<file path="src/rtl/rotary_input_decoder_pkg.sv">
// Shared types and constants for the rotary encoder decoder.
package rotary_input_decoder_pkg;

    typedef enum logic [2:0] {
        StRest,
        StCw1,
        StCw2,
        StCw3,
        StCcw1,
        StCcw2,
        StCcw3,
        StResync
    } quad_state_e;

    localparam logic DIR_CW  = 1'b1;
    localparam logic DIR_CCW = 1'b0;

    // Debounced {a,b} pairs along the quadrature cycle
    localparam logic [1:0] PAIR_11 = 2'b11;
    localparam logic [1:0] PAIR_01 = 2'b01;
    localparam logic [1:0] PAIR_00 = 2'b00;
    localparam logic [1:0] PAIR_10 = 2'b10;

endpackage

</file>
<file path="src/rtl/input_debounce.sv">
// Two-flop synchronizer followed by a stable-count debouncer for one raw input.
module input_debounce #(
    parameter int unsigned DEBOUNCE_CYCLES = 50000,
    parameter logic        RESET_VAL       = 1'b0
) (
    input  logic clk,
    input  logic rst_n,
    input  logic i_raw,
    output logic o_level
);

    localparam int unsigned CntW = (DEBOUNCE_CYCLES > 1) ? $clog2(DEBOUNCE_CYCLES) : 1;
    localparam logic [CntW-1:0] CntMax = CntW'(DEBOUNCE_CYCLES - 1);

    logic [1:0]      r_sync;
    logic [CntW-1:0] r_cnt;
    logic            r_level;

    always_ff @(posedge clk or negedge rst_n) begin
        if (!rst_n) begin
            r_sync  <= {2{RESET_VAL}};
            r_cnt   <= '0;
            r_level <= RESET_VAL;
        end else begin
            r_sync <= {r_sync[0], i_raw};
            // Any sample matching the accepted level restarts the stability count
            if (r_sync[1] == r_level) begin
                r_cnt <= '0;
            end else if (r_cnt == CntMax) begin
                r_level <= r_sync[1];
                r_cnt   <= '0;
            end else begin
                r_cnt <= r_cnt + 1'b1;
            end
        end
    end

    assign o_level = r_level;

endmodule

</file>
<file path="src/rtl/rotary_input_decoder.sv">
// Rotary encoder front end: debounced quadrature decode into step/dir/pos plus
// a debounced push button with a press pulse.
module rotary_input_decoder
    import rotary_input_decoder_pkg::*;
#(
    parameter int unsigned DEBOUNCE_CYCLES = 50000,
    parameter int unsigned POS_WIDTH       = 4
) (
    input  logic                 clk,
    input  logic                 rst_n,
    input  logic                 rot_a,
    input  logic                 rot_b,
    input  logic                 rot_center,
    output logic                 step,
    output logic                 dir,
    output logic                 press,
    output logic                 btn_level,
    output logic [POS_WIDTH-1:0] pos
);

    localparam logic [POS_WIDTH-1:0] PosOne = 1;

    logic        w_deb_a;
    logic        w_deb_b;
    logic        w_deb_c;
    logic [1:0]  w_pair;

    quad_state_e r_state;
    quad_state_e w_state_d;
    logic        w_step_d;
    logic        w_dir_d;

    logic                 r_step;
    logic                 r_dir;
    logic [POS_WIDTH-1:0] r_pos;
    logic                 r_btn_prev;
    logic                 r_press;

    input_debounce #(
        .DEBOUNCE_CYCLES (DEBOUNCE_CYCLES),
        .RESET_VAL       (1'b1)
    ) u_deb_a (
        .clk     (clk),
        .rst_n   (rst_n),
        .i_raw   (rot_a),
        .o_level (w_deb_a)
    );

    input_debounce #(
        .DEBOUNCE_CYCLES (DEBOUNCE_CYCLES),
        .RESET_VAL       (1'b1)
    ) u_deb_b (
        .clk     (clk),
        .rst_n   (rst_n),
        .i_raw   (rot_b),
        .o_level (w_deb_b)
    );

    input_debounce #(
        .DEBOUNCE_CYCLES (DEBOUNCE_CYCLES),
        .RESET_VAL       (1'b0)
    ) u_deb_c (
        .clk     (clk),
        .rst_n   (rst_n),
        .i_raw   (rot_center),
        .o_level (w_deb_c)
    );

    assign w_pair = {w_deb_a, w_deb_b};

    // Each state stays put on its own pair; unlisted pairs are two-bit jumps -> resync
    always_comb begin
        w_state_d = r_state;
        w_step_d  = 1'b0;
        w_dir_d   = r_dir;
        unique case (r_state)
            StRest: begin
                case (w_pair)
                    PAIR_01: w_state_d = StCw1;
                    PAIR_10: w_state_d = StCcw1;
                    PAIR_00: w_state_d = StResync;
                    default: ;
                endcase
            end
            StCw1: begin
                case (w_pair)
                    PAIR_00: w_state_d = StCw2;
                    PAIR_11: w_state_d = StRest;
                    PAIR_10: w_state_d = StResync;
                    default: ;
                endcase
            end
            StCw2: begin
                case (w_pair)
                    PAIR_10: w_state_d = StCw3;
                    PAIR_01: w_state_d = StCw1;
                    PAIR_11: w_state_d = StResync;
                    default: ;
                endcase
            end
            StCw3: begin
                case (w_pair)
                    PAIR_11: begin
                        w_state_d = StRest;
                        w_step_d  = 1'b1;
                        w_dir_d   = DIR_CW;
                    end
                    PAIR_00: w_state_d = StCw2;
                    PAIR_01: w_state_d = StResync;
                    default: ;
                endcase
            end
            StCcw1: begin
                case (w_pair)
                    PAIR_00: w_state_d = StCcw2;
                    PAIR_11: w_state_d = StRest;
                    PAIR_01: w_state_d = StResync;
                    default: ;
                endcase
            end
            StCcw2: begin
                case (w_pair)
                    PAIR_01: w_state_d = StCcw3;
                    PAIR_10: w_state_d = StCcw1;
                    PAIR_11: w_state_d = StResync;
                    default: ;
                endcase
            end
            StCcw3: begin
                case (w_pair)
                    PAIR_11: begin
                        w_state_d = StRest;
                        w_step_d  = 1'b1;
                        w_dir_d   = DIR_CCW;
                    end
                    PAIR_00: w_state_d = StCcw2;
                    PAIR_10: w_state_d = StResync;
                    default: ;
                endcase
            end
            StResync: begin
                if (w_pair == PAIR_11) begin
                    w_state_d = StRest;
                end
            end
            default: w_state_d = StResync;
        endcase
    end

    always_ff @(posedge clk or negedge rst_n) begin
        if (!rst_n) begin
            r_state <= StRest;
            r_step  <= 1'b0;
            r_dir   <= 1'b0;
            r_pos   <= '0;
        end else begin
            r_state <= w_state_d;
            r_step  <= w_step_d;
            if (w_step_d) begin
                r_dir <= w_dir_d;
                r_pos <= (w_dir_d == DIR_CW) ? r_pos + PosOne : r_pos - PosOne;
            end
        end
    end

    always_ff @(posedge clk or negedge rst_n) begin
        if (!rst_n) begin
            r_btn_prev <= 1'b0;
            r_press    <= 1'b0;
        end else begin
            r_btn_prev <= w_deb_c;
            r_press    <= w_deb_c & ~r_btn_prev;
        end
    end

    assign step      = r_step;
    assign dir       = r_dir;
    assign pos       = r_pos;
    assign press     = r_press;
    assign btn_level = w_deb_c;

endmodule

</file>
<file path="config.mk">
export PLATFORM = sky130hd
export DESIGN_NAME = rotary_input_decoder
export DESIGN_NICKNAME = d
export VERILOG_FILES = /design/src/rtl/rotary_input_decoder_pkg.sv /design/src/rtl/input_debounce.sv /design/src/rtl/rotary_input_decoder.sv
export SDC_FILE = /design/constraint.sdc
export NUM_CORES = 1
export LEC_CHECK = 0
export ABC_CLOCK_PERIOD_IN_PS = 2500
export BUFFER_PORTS_ARGS = -buffer_cell sky130_fd_sc_hd__buf_4
export CAP_MARGIN = 0
export CORE_UTILIZATION = 30
export CTS_BUF_LIST = sky130_fd_sc_hd__clkbuf_16
export DETAILED_ROUTE_END_ITERATION = 10
export GPL_ROUTABILITY_DRIVEN = 0
export SYNTH_ARGS = -nofsm -noshare
export SYNTH_HDL_FRONTEND = slang
export SYNTH_HIERARCHICAL = 1
export SYNTH_SLANG_ARGS = --single-unit
</file>
<file path="constraint.sdc">
create_clock -name clk -period 2.5 [get_ports clk]
set_clock_uncertainty 0.15 [all_clocks]
set_input_delay 0.5 -clock clk [delete_from_list [all_inputs] [get_ports clk]]
set_output_delay 0.5 -clock clk [all_outputs]
set_load 0.1 [all_outputs]
</file>
==> results of run 1 <==
==> cell families (layout without fill, tap and decap cells) <==
group,count (synthesis),count (layout)
adders and majority gates,12,12
and+or+nand+nor,169,169
muxes,8,8
AOI/OAI and AO/OA,23,23
DFF,68,68
buffers and inverters,16,44
xor gates and xnor gates,48,48
==> cell type report <==
class	count	share of cell area
clock buffers	9	0.0542
clock inverters	7	0.0163
flip-flops and latches	68	0.411
inverters	8	0.00723
well taps	143	0.0431
multi-input cells	260	0.429
repair buffers	20	0.0391
==> final timing paths <==
kind | endpoint | cells past startpoint | slack [ps] | startpoint
worst max-delay path | r_state[0]$_DFFE_PN0P_ | 6 | 60 | u_deb_a/o_level$_DFFE_PN1P_
worst min-delay path | u_deb_a/r_cnt[9]$_DFF_PN0_ | 1 | 5 | rst_n
worst max register to register | r_state[0]$_DFFE_PN0P_ | 6 | 60 | u_deb_a/o_level$_DFFE_PN1P_
worst min register to register | u_deb_c/r_sync[1]$_DFF_PN0_ | 0 | 200 | u_deb_c/r_sync[0]$_DFF_PN0_
max in group asynchronous | u_deb_b/o_level$_DFFE_PN1P_ | 2 | 1580 | rst_n
min in group clk | u_deb_a/r_sync[0]$_DFF_PN1_ | 1 | 130 | rot_a
==> worst register-to-register path, cell delays in order, from the launching register on <==
cell     delay [ps]
dfstp_2         580
inv_2            70
ha_4            260
or3b_2          430
a211o_1         340
and4_4          220
mux2_4          290
==> per-stage QoR <==
stage | instances | hold WS [ps] | power (mW)
final | 515 | 4.83 | 2.42
after global routing | 515 | 46.1 | 2.53
after CTS | 515 | 20.8 | 2.47
after detailed placement | 499 | 189 | 1.22
after global placement | 499 | 188 | 1.22
after floorplan | 344 | 54.4 | 1.19
==> timing repair <==
action | CTS | global route
endpoints found under the setup margin | 1 | 2
resized for setup | 0 | 6
pin swaps | 1 | 1
==> Yosys cell counts, types with 2 or more instances <==
cell type and instances:
a21oi_1 5, a31oi_1 3, a41oi_1 2, and3_1 3, and3_2 3, and4_1 3, buf_6 3, clkbuf_1 3
dfrtp_1 62, dfstp_2 6, ha_1 12, inv_1 8, mux2_4 4, mux2i_1 3, nand2_1 16, nand2_4 3
nand2b_1 2, nand3_1 16, nand4_1 17, nand4bb_1 3, nor2_1 57, nor2b_1 6, nor3_1 13, nor4_1 9
o21ai_0 5, or3b_2 4, or4_1 2, or4_4 3, or4b_1 4, xnor2_1 28, xor2_1 20
==> registers in the layout (all words and copies together) (netlist names) <==
signal           cells
dir                  1
pos                  4
press                1
r_btn_prev           1
r_state              3
step                 1
u_deb_a/o_level      1
u_deb_a/r_cnt       16
u_deb_a/r_sync       2
u_deb_b/o_level      1
u_deb_b/r_cnt       16
u_deb_b/r_sync       2
u_deb_c/o_level      1
u_deb_c/r_cnt       16
u_deb_c/r_sync       2
==> power by group through the flow <==
stage / Clock (mW) / Combinational (mW) / Sequential, mW
4_1_cts: 1.26 / 0.0673 / 1.14
5_1_grt: 1.32 / 0.0756 / 1.14
3_5_place_dp: 0 / 0.0668 / 1.16
6_report: 1.22 / 0.0644 / 1.14
3_3_place_gp: 0 / 0.0663 / 1.16
2_1_floorplan: 0 / 0.0342 / 1.15
==> per-layer routing <==
metal,wire [µm],GRT usage,up-vias,part of all wire
met5,0,0,-,0
met4,34,0.0267,0,0.0056
met3,219,0.0377,4,0.036
met2,2740,0.164,30,0.45
met1,3110,0.147,1172,0.51
li1,-,-,1268,-
==> results.toml, run 1 <==
[yosys]
postSynthCellCount = 344
synthMuxAreaShare = 0.0285
yosysTopAreaCellShare = 0.436
synthAdderAreaFrac = 0.0422
synth-async-reset-ratio = 1.00
synth_top_family_by_area = "simple AND/OR/NAND/NOR gates"
ys_seq_area_frac = 0.480
ys.flop_type = "dfrtp_1"
yosys.area_share.simple = 0.263
syn_area_um2 = 3560
synth_xor_area_frac = 0.118
syn_nets = 361
synth_warnings = 6
ys_types = 47
syn_avg_cell_area_um2 = 10.3
synth_edf_count = 0
yosys.area.top_type = "dfrtp_1"
synthTopCellsByArea = "dfrtp_1, xnor2_1, nor2_1"
synth_compound_area_frac = 0.0440
ys_seq_elements = 68

[routing]
wirelength_um = 6110
first_pass_iters = 6
route.detailed.vias_per_inst = 4.80
antenna_left = 0
dr_total_vias = 2474
drcViolationCount = 0
wl_per_cell_um = 11.9
drt_iter0_drc = 72

[power_and_ir_drop]
power_frac_comb = 0.027
p_int_mw = 1.91
power.switching_uw = 517
vdd.ir_drop.worst_mv = 0.328
clkPwrFrac = 0.504
seqPwrFrac = 0.469
swShare = 0.213
power.density_nw_per_um2 = 584
leakagePower_nw = 1.72

[grt]
grt_pass1_wl_um = 10900
antenna_found_initial = 0
grt_use_total = 0.108
grt_max_degree = 41
grt.overflow.total = 0
grt_pass1_vias = 2361

[timing]
rsz0062_at_grt = "no"
max_freq_mhz = 409
setup_violations = 0
maxSlewHeadroom = 0.657
setup_tns_ps = 0
finalCritPeriodShare = 0.978
fin_crit_ps = 2440
tightestPinTransition_ps = 514
hold_violations = 0
drv_slew = 0
fin_ws_ps = 55.7

[final_layout]
final_common_cell = "dfrtp_1"
drive_gt1_frac = 0.177
nNetsFinal = 384
design_area_um2 = 4160
mostFrequentLayoutCells = "dfrtp_1, nor2_1, xnor2_1"
num-fill-cells = 1112
n_antenna_cell = 0
final_core_util = 0.362
areaGrowthSynthToFinish_pct = 16.8
multi_input_area_um2 = 1780
register_area_um2 = 1710

[flow_run]
maxCapViolations = 0

[placed_design]
place_ws_ps = 10.9
port_buffers = 12
place_area_um2 = 3840
dpl.hpwl_um = 4240

[outcome]
outcome = "finished clean"

[clock_network]
cts_buffers = 9
htree_levels = 3
cts_setup_buffers = 0
worstSkewPairLatency_ps = 320
clk_path_buf_depth = 2
cts_tree = "yes"
cts-root-buf = "clkbuf_16"
postCtsHoldBufs = 0
clkTransAtPathRegs_ps = 60
clkSinkCount = 68

[die]
core_um2 = 11500
design.die.area_um2 = 12300
rows = 39
fp.dieW_um = 111
die_h_um = 111
initial_core_util = 0.310
ios = 13

[worst_setup_path]
worstPathArrival_ps = 2500
critPathMaxFanout = 5
worstSetupStartpointType = "flip-flop"
critPathSlowestCell = "dfstp_2"
crit_family = "simple AND/OR/NAND/NOR gates"
cp.buffers_inverters = 1
cp_cell_sequence = "inv_2, ha_4, or3b_2, a211o_1, and4_4, mux2_4"
critPathMaxStageDelay_ps = 580
end_kind = "flip-flop"
crit_required_ps = 2560
crit_type = "reg2reg"

[hold_path]
holdCritPathClass = "in2async"
(Power assumes the default switching activity.)
==> inputs of run 2 (changes only) <==
- ABC_AREA: not set -> 1
- CORE_UTILIZATION: 30 -> 50
- PLACE_DENSITY: not set -> 0.69
==> run 2 against run 1 <==
  * Critical path depth up 5
  * Via count up 24%
  * Flip-flop and latch count unchanged
==> results.toml, run 2 <==
[yosys]
synth_edf_count = 0
synth_xor_area_frac = 0.0732
synthTopCellsByArea = "dfrtp_1, nor2_1, nand2_1"
synth_most_common_cell = "nor2_1"
syn_avg_cell_area_um2 = 8.09
syn_area_um2 = 3910
synthMuxAreaShare = 0
postSynthCellCount = 484
syn_nets = 501
ys_seq_area_frac = 0.437
synthTopCellsByCount = "nor2_1, nand2_1, dfrtp_1"
synth_warnings = 6
ys_types = 32
synth-async-reset-ratio = 1.00
synth_compound_area_frac = 0.0531
yosys.area.top_type = "dfrtp_1"
yosys.area_share.simple = 0.334
yosysTopAreaCellShare = 0.396
ys.flop_type = "dfrtp_1"
synth_top_family_by_area = "simple AND/OR/NAND/NOR gates"
synthAdderAreaFrac = 0.0384
ys_seq_elements = 68

[power_and_ir_drop]
power_mw = 2.48
swShare = 0.227
clkPwrFrac = 0.514
power.switching_uw = 562
vdd.ir_drop.worst_mv = 0.371
power_frac_comb = 0.029
seqPwrFrac = 0.458
p_int_mw = 1.92
power.density_nw_per_um2 = 560
leakagePower_nw = 2.16

[clock_network]
postCtsHoldBufs = 0
cts_resized = 0
clkTransAtPathRegs_ps = 60
cts-root-buf = "clkbuf_16"
cts_tree = "yes"
clk_path_buf_depth = 2
htree_levels = 3
clkSinkCount = 68
cts_setup_buffers = 0
cts_buffers = 9
worstSkewPairLatency_ps = 330

[worst_setup_path]
worstSetupStartpointType = "flip-flop"
ff2ff_setup_slack_ps = 240
worstPathArrival_ps = 2360
end_kind = "flip-flop"
critPathMaxStageDelay_ps = 600
critPathSlowestCell = "dfstp_2"
critPathMaxFanout = 7
cp_cell_sequence = "ha_2, nand4_2, nand2_2, nand3_1, nand2_1, inv_1, ha_1, inv_1, nand2_1, xor2_1, a21oi_1"
crit_type = "reg2reg"
reg2reg_from = "u_deb_b/o_level$_DFFE_PN1P_"
crit_required_ps = 2610
setup.worst_path.start = "u_deb_b/o_level$_DFFE_PN1P_"

[placed_design]
place_area_um2 = 4120
place_ws_ps = 209
dp.cells = 595
dpl.hpwl_um = 5170
port_buffers = 12

[timing]
maxSlewHeadroom = 0.443
hold_violations = 0
rsz0062_at_grt = "no"
setup_tns_ps = 0
fin_crit_ps = 2260
setup_violations = 0
fin_ws_ps = 245
whs_ps = 111
tightestPinTransition_ps = 835
finalCritPeriodShare = 0.902
max_freq_mhz = 443
drv_slew = 0

[routing]
first_pass_iters = 4
wirelength_um = 7260
dr_total_vias = 3067
route.detailed.vias_per_inst = 5.02
antenna_left = 0
wl_per_cell_um = 11.9
drcViolationCount = 0
drt_iter0_drc = 138

[die]
design.die.area_um2 = 8190
core_um2 = 7410
fp.dieW_um = 90.5
initial_core_util = 0.528
ios = 13
rows = 31
die_h_um = 90.5

[grt]
antenna_found_initial = 0
grt_pass1_vias = 3007
grt.overflow.total = 0
grt_use_total = 0.199
grt_max_degree = 69
grt_pass1_wl_um = 12900

[final_layout]
areaGrowthSynthToFinish_pct = 13.1
final_common_cell = "nor2_1"
top_regs = "u_deb_a/r_cnt (16), u_deb_b/r_cnt (16), u_deb_c/r_cnt (16)"
num-fill-cells = 665
final_core_util = 0.598
drive_gt1_frac = 0.174
design_area_um2 = 4430
final_cells = 611
nNetsFinal = 524
n_antenna_cell = 0
mostFrequentLayoutCells = "nor2_1, nand2_1, dfrtp_1"

[outcome]
outcome = "finished clean"

[flow_run]
maxCapViolations = 0

[hold_path]
holdCritPathClass = "in2async"
## run 2: cells by family (layout without fill, tap and decap cells)
family                     after synthesis  count (layout)
adders and majority gates               12              12
DFF                                     68              68
xor gates and xnor gates                31              31
AOI/OAI and AO/OA                       34              34
and+or+nand+nor                        274             274
buffers and inverters                   65              93
## run 2: layout make-up
type	instances	area [µm²]	area share
multi-input combinational	351	1960	0.442
clock buffer	9	225	0.0509
timing repair buffer	13	97.6	0.0220
inverter	64	240	0.0543
sequential	68	1710	0.386
clock inverter	7	75.1	0.0170
tap	99	124	0.0280
## run 2: worst paths after layout
path                                                    end  cells after the start
worst max-delay path                     pos[2]$_DFFE_PN0P_                     11
worst min-delay path             u_deb_c/r_cnt[9]$_DFF_PN0_                      1
worst max register to register           pos[2]$_DFFE_PN0P_                     11
worst min register to register  u_deb_b/r_sync[1]$_DFF_PN1_                      0
max in group asynchronous                pos[2]$_DFFE_PN0P_                      1
min in group clk                u_deb_c/r_sync[0]$_DFF_PN0_                      1
## run 2: metal layers
layer  part of all wire  wire [µm]  track usage  up-vias
met2               0.45       3260        0.319       66
met1               0.48       3520        0.251     1412
met3              0.046        332       0.0438       13
met4              0.021        151        0.103        0
li1                   -          -            -     1576
met5                  0          0            0        -
## run 2: worst max-delay path, delay by kind of cell (launching register included)
family                     cells  cell delay (ps)
xor gates and xnor gates       1              160
AOI/OAI and AO/OA              1              110
and+or+nand+nor                5              610
adders and majority gates      2              460
buffers and inverters          2              100
DFF                            1              600
## run 2: power by group through the flow
stage | registers, mW | clock network (mW) | logic, mW
6_report | 1.13 | 1.27 | 0.0710
5_1_grt | 1.14 | 1.34 | 0.0820
4_1_cts | 1.13 | 1.30 | 0.0738
3_5_place_dp | 1.15 | 0 | 0.0735
3_3_place_gp | 1.15 | 0 | 0.0722
2_1_floorplan | 1.15 | 0 | 0.0375
==> inputs of run 3 (changes only) <==
- SETUP_SLACK_MARGIN: not set -> 0.4
==> run 3 against run 2 <==
  * Power fell by 2.8%
  * Flip-flop and latch count is the same
  * Count of clock-buffer cells in the layout unchanged
  * Die area is the same
  * Routed wire length grew 4.8%
  * Via count increased by 1.6%
  * Worst hold slack improved by 11 ps
  * Utilization is 1.8 points higher
==> results.toml, run 3 (synthesis gave the netlist of run 2 again) <==
[power_and_ir_drop]
power.density_nw_per_um2 = 528
leakagePower_nw = 2.22
power_mw = 2.41
vdd.ir_drop.worst_mv = 0.426

[die]
ios = 13
design.die.area_um2 = 8190
initial_core_util = 0.528
rows = 31
die_h_um = 90.5
fp.dieW_um = 90.5
core_um2 = 7410

[worst_setup_path]
reg2reg_from = "u_deb_b/o_level$_DFFE_PN1P_"
critPathMaxFanout = 4
r2r_end = "pos[2]$_DFFE_PN0P_"
crit_type = "reg2reg"
worstPathArrival_ps = 2090
crit_required_ps = 2570
reg2reg_depth = 12
worstSetupStartpointType = "flip-flop"
ff2ff_setup_slack_ps = 480
end_kind = "flip-flop"

[timing]
setup_tns_ps = 0
fin_ws_ps = 480
hold_violations = 0
finalCritPeriodShare = 0.808
fin_crit_ps = 2020
setup_violations = 0
maxSlewHeadroom = 0.676
whs_ps = 122
drv_slew = 0
max_freq_mhz = 495
rsz0062_at_grt = "no"
tightestPinTransition_ps = 484

[placed_design]
place_area_um2 = 4150
dp.cells = 595
port_buffers = 12
dpl.hpwl_um = 5270
place_ws_ps = 345

[hold_path]
min_to = "u_deb_b/r_sync[0]$_DFF_PN1_"
hold_depth = 1
hp-start = "rot_b"
holdCritPathClass = "in2reg"

[clock_network]
worstSkewPairLatency_ps = 340
cts-root-buf = "clkbuf_16"
clkTransAtPathRegs_ps = 60
htree_levels = 3
cts_buffers = 9
clkSinkCount = 68
cts_tree = "yes"
clk_path_buf_depth = 2

[routing]
antenna_left = 0
route.detailed.vias_per_inst = 5.02
wirelength_um = 7610
first_pass_iters = 4
drt_iter0_drc = 137
drcViolationCount = 0
dr_total_vias = 3115
wl_per_cell_um = 12.3

[flow_run]
maxCapViolations = 0

[final_layout]
drive_gt1_frac = 0.202
final_cells = 620
final_core_util = 0.616
areaGrowthSynthToFinish_pct = 16.6
mostFrequentLayoutCells = "nor2_1, nand2_1, dfrtp_1"
nNetsFinal = 533
n_antenna_cell = 0
final_common_cell = "nor2_1"
top_regs = "u_deb_a/r_cnt (16), u_deb_b/r_cnt (16), u_deb_c/r_cnt (16)"
design_area_um2 = 4560

[grt]
antenna_found_initial = 0
grt_use_total = 0.203
grt_max_degree = 37
grt_pass1_wl_um = 13400
grt.overflow.total = 0
grt_pass1_vias = 3007

[outcome]
outcome = "finished clean"
-- run 3: cell count changes in the layout (fill, tap and decap cells not counted), moves of 2 or more --
cell	previous run	this run
buf_4	13	20
nand2_4	0	3
inv_6	1	3
nand2_1	79	77
-- run 3: power by group --
part           internal, mW  switching (mW)
clock network         0.684           0.514
registers              1.12          0.0143
logic                0.0257          0.0511
-- run 3: critical path: stages, from the launching register on --
cell	delay, ps
dfstp_2	590
ha_4	180
nand4_4	110
nand2_4	150
nand2_4	70
nand2_2	70
nand2_2	60
inv_1	60
ha_1	140
inv_1	40
nand2_1	70
xor2_1	140
a21oi_1	70
-- run 3: layer usage --
layer | track usage | vias up | wire length (µm)
li1 | - | 1587 | -
met1 | 0.267 | 1467 | 3600
met2 | 0.324 | 56 | 3630
met3 | 0.0564 | 5 | 307
met4 | 0.0645 | 0 | 66
met5 | 0 | - | 0
-- run 3: worst max-delay path by stage --
stage,endpoint,start,cells past startpoint
after floorplan,pos[2]$_DFFE_PN0P_,pos[1]$_DFFE_PN0P_,8
after global placement,pos[2]$_DFFE_PN0P_,u_deb_a/o_level$_DFFE_PN1P_,11
after detailed placement,pos[2]$_DFFE_PN0P_,u_deb_a/o_level$_DFFE_PN1P_,11
after CTS,pos[2]$_DFFE_PN0P_,u_deb_b/o_level$_DFFE_PN1P_,11
after global routing,pos[2]$_DFFE_PN0P_,u_deb_b/o_level$_DFFE_PN1P_,12
final,pos[2]$_DFFE_PN0P_,u_deb_b/o_level$_DFFE_PN1P_,12
-- run 3: layout make-up --
cell class	count	area, µm²
fill	636	2850
multi-input combinational	351	2020
sequential	68	1710
inverter	64	240
clock buffer	9	225
timing repair buffer	22	180
tap	99	124
clock inverter	7	58.8
-- run 3: repair_timing --
item	in CTS	in global routing
hold buffers	1	0
gates resized for setup	0	14
endpoints found under the setup margin	4	5
setup buffers	3	5
hold endpoints to repair	30	0
pin swaps	0	6
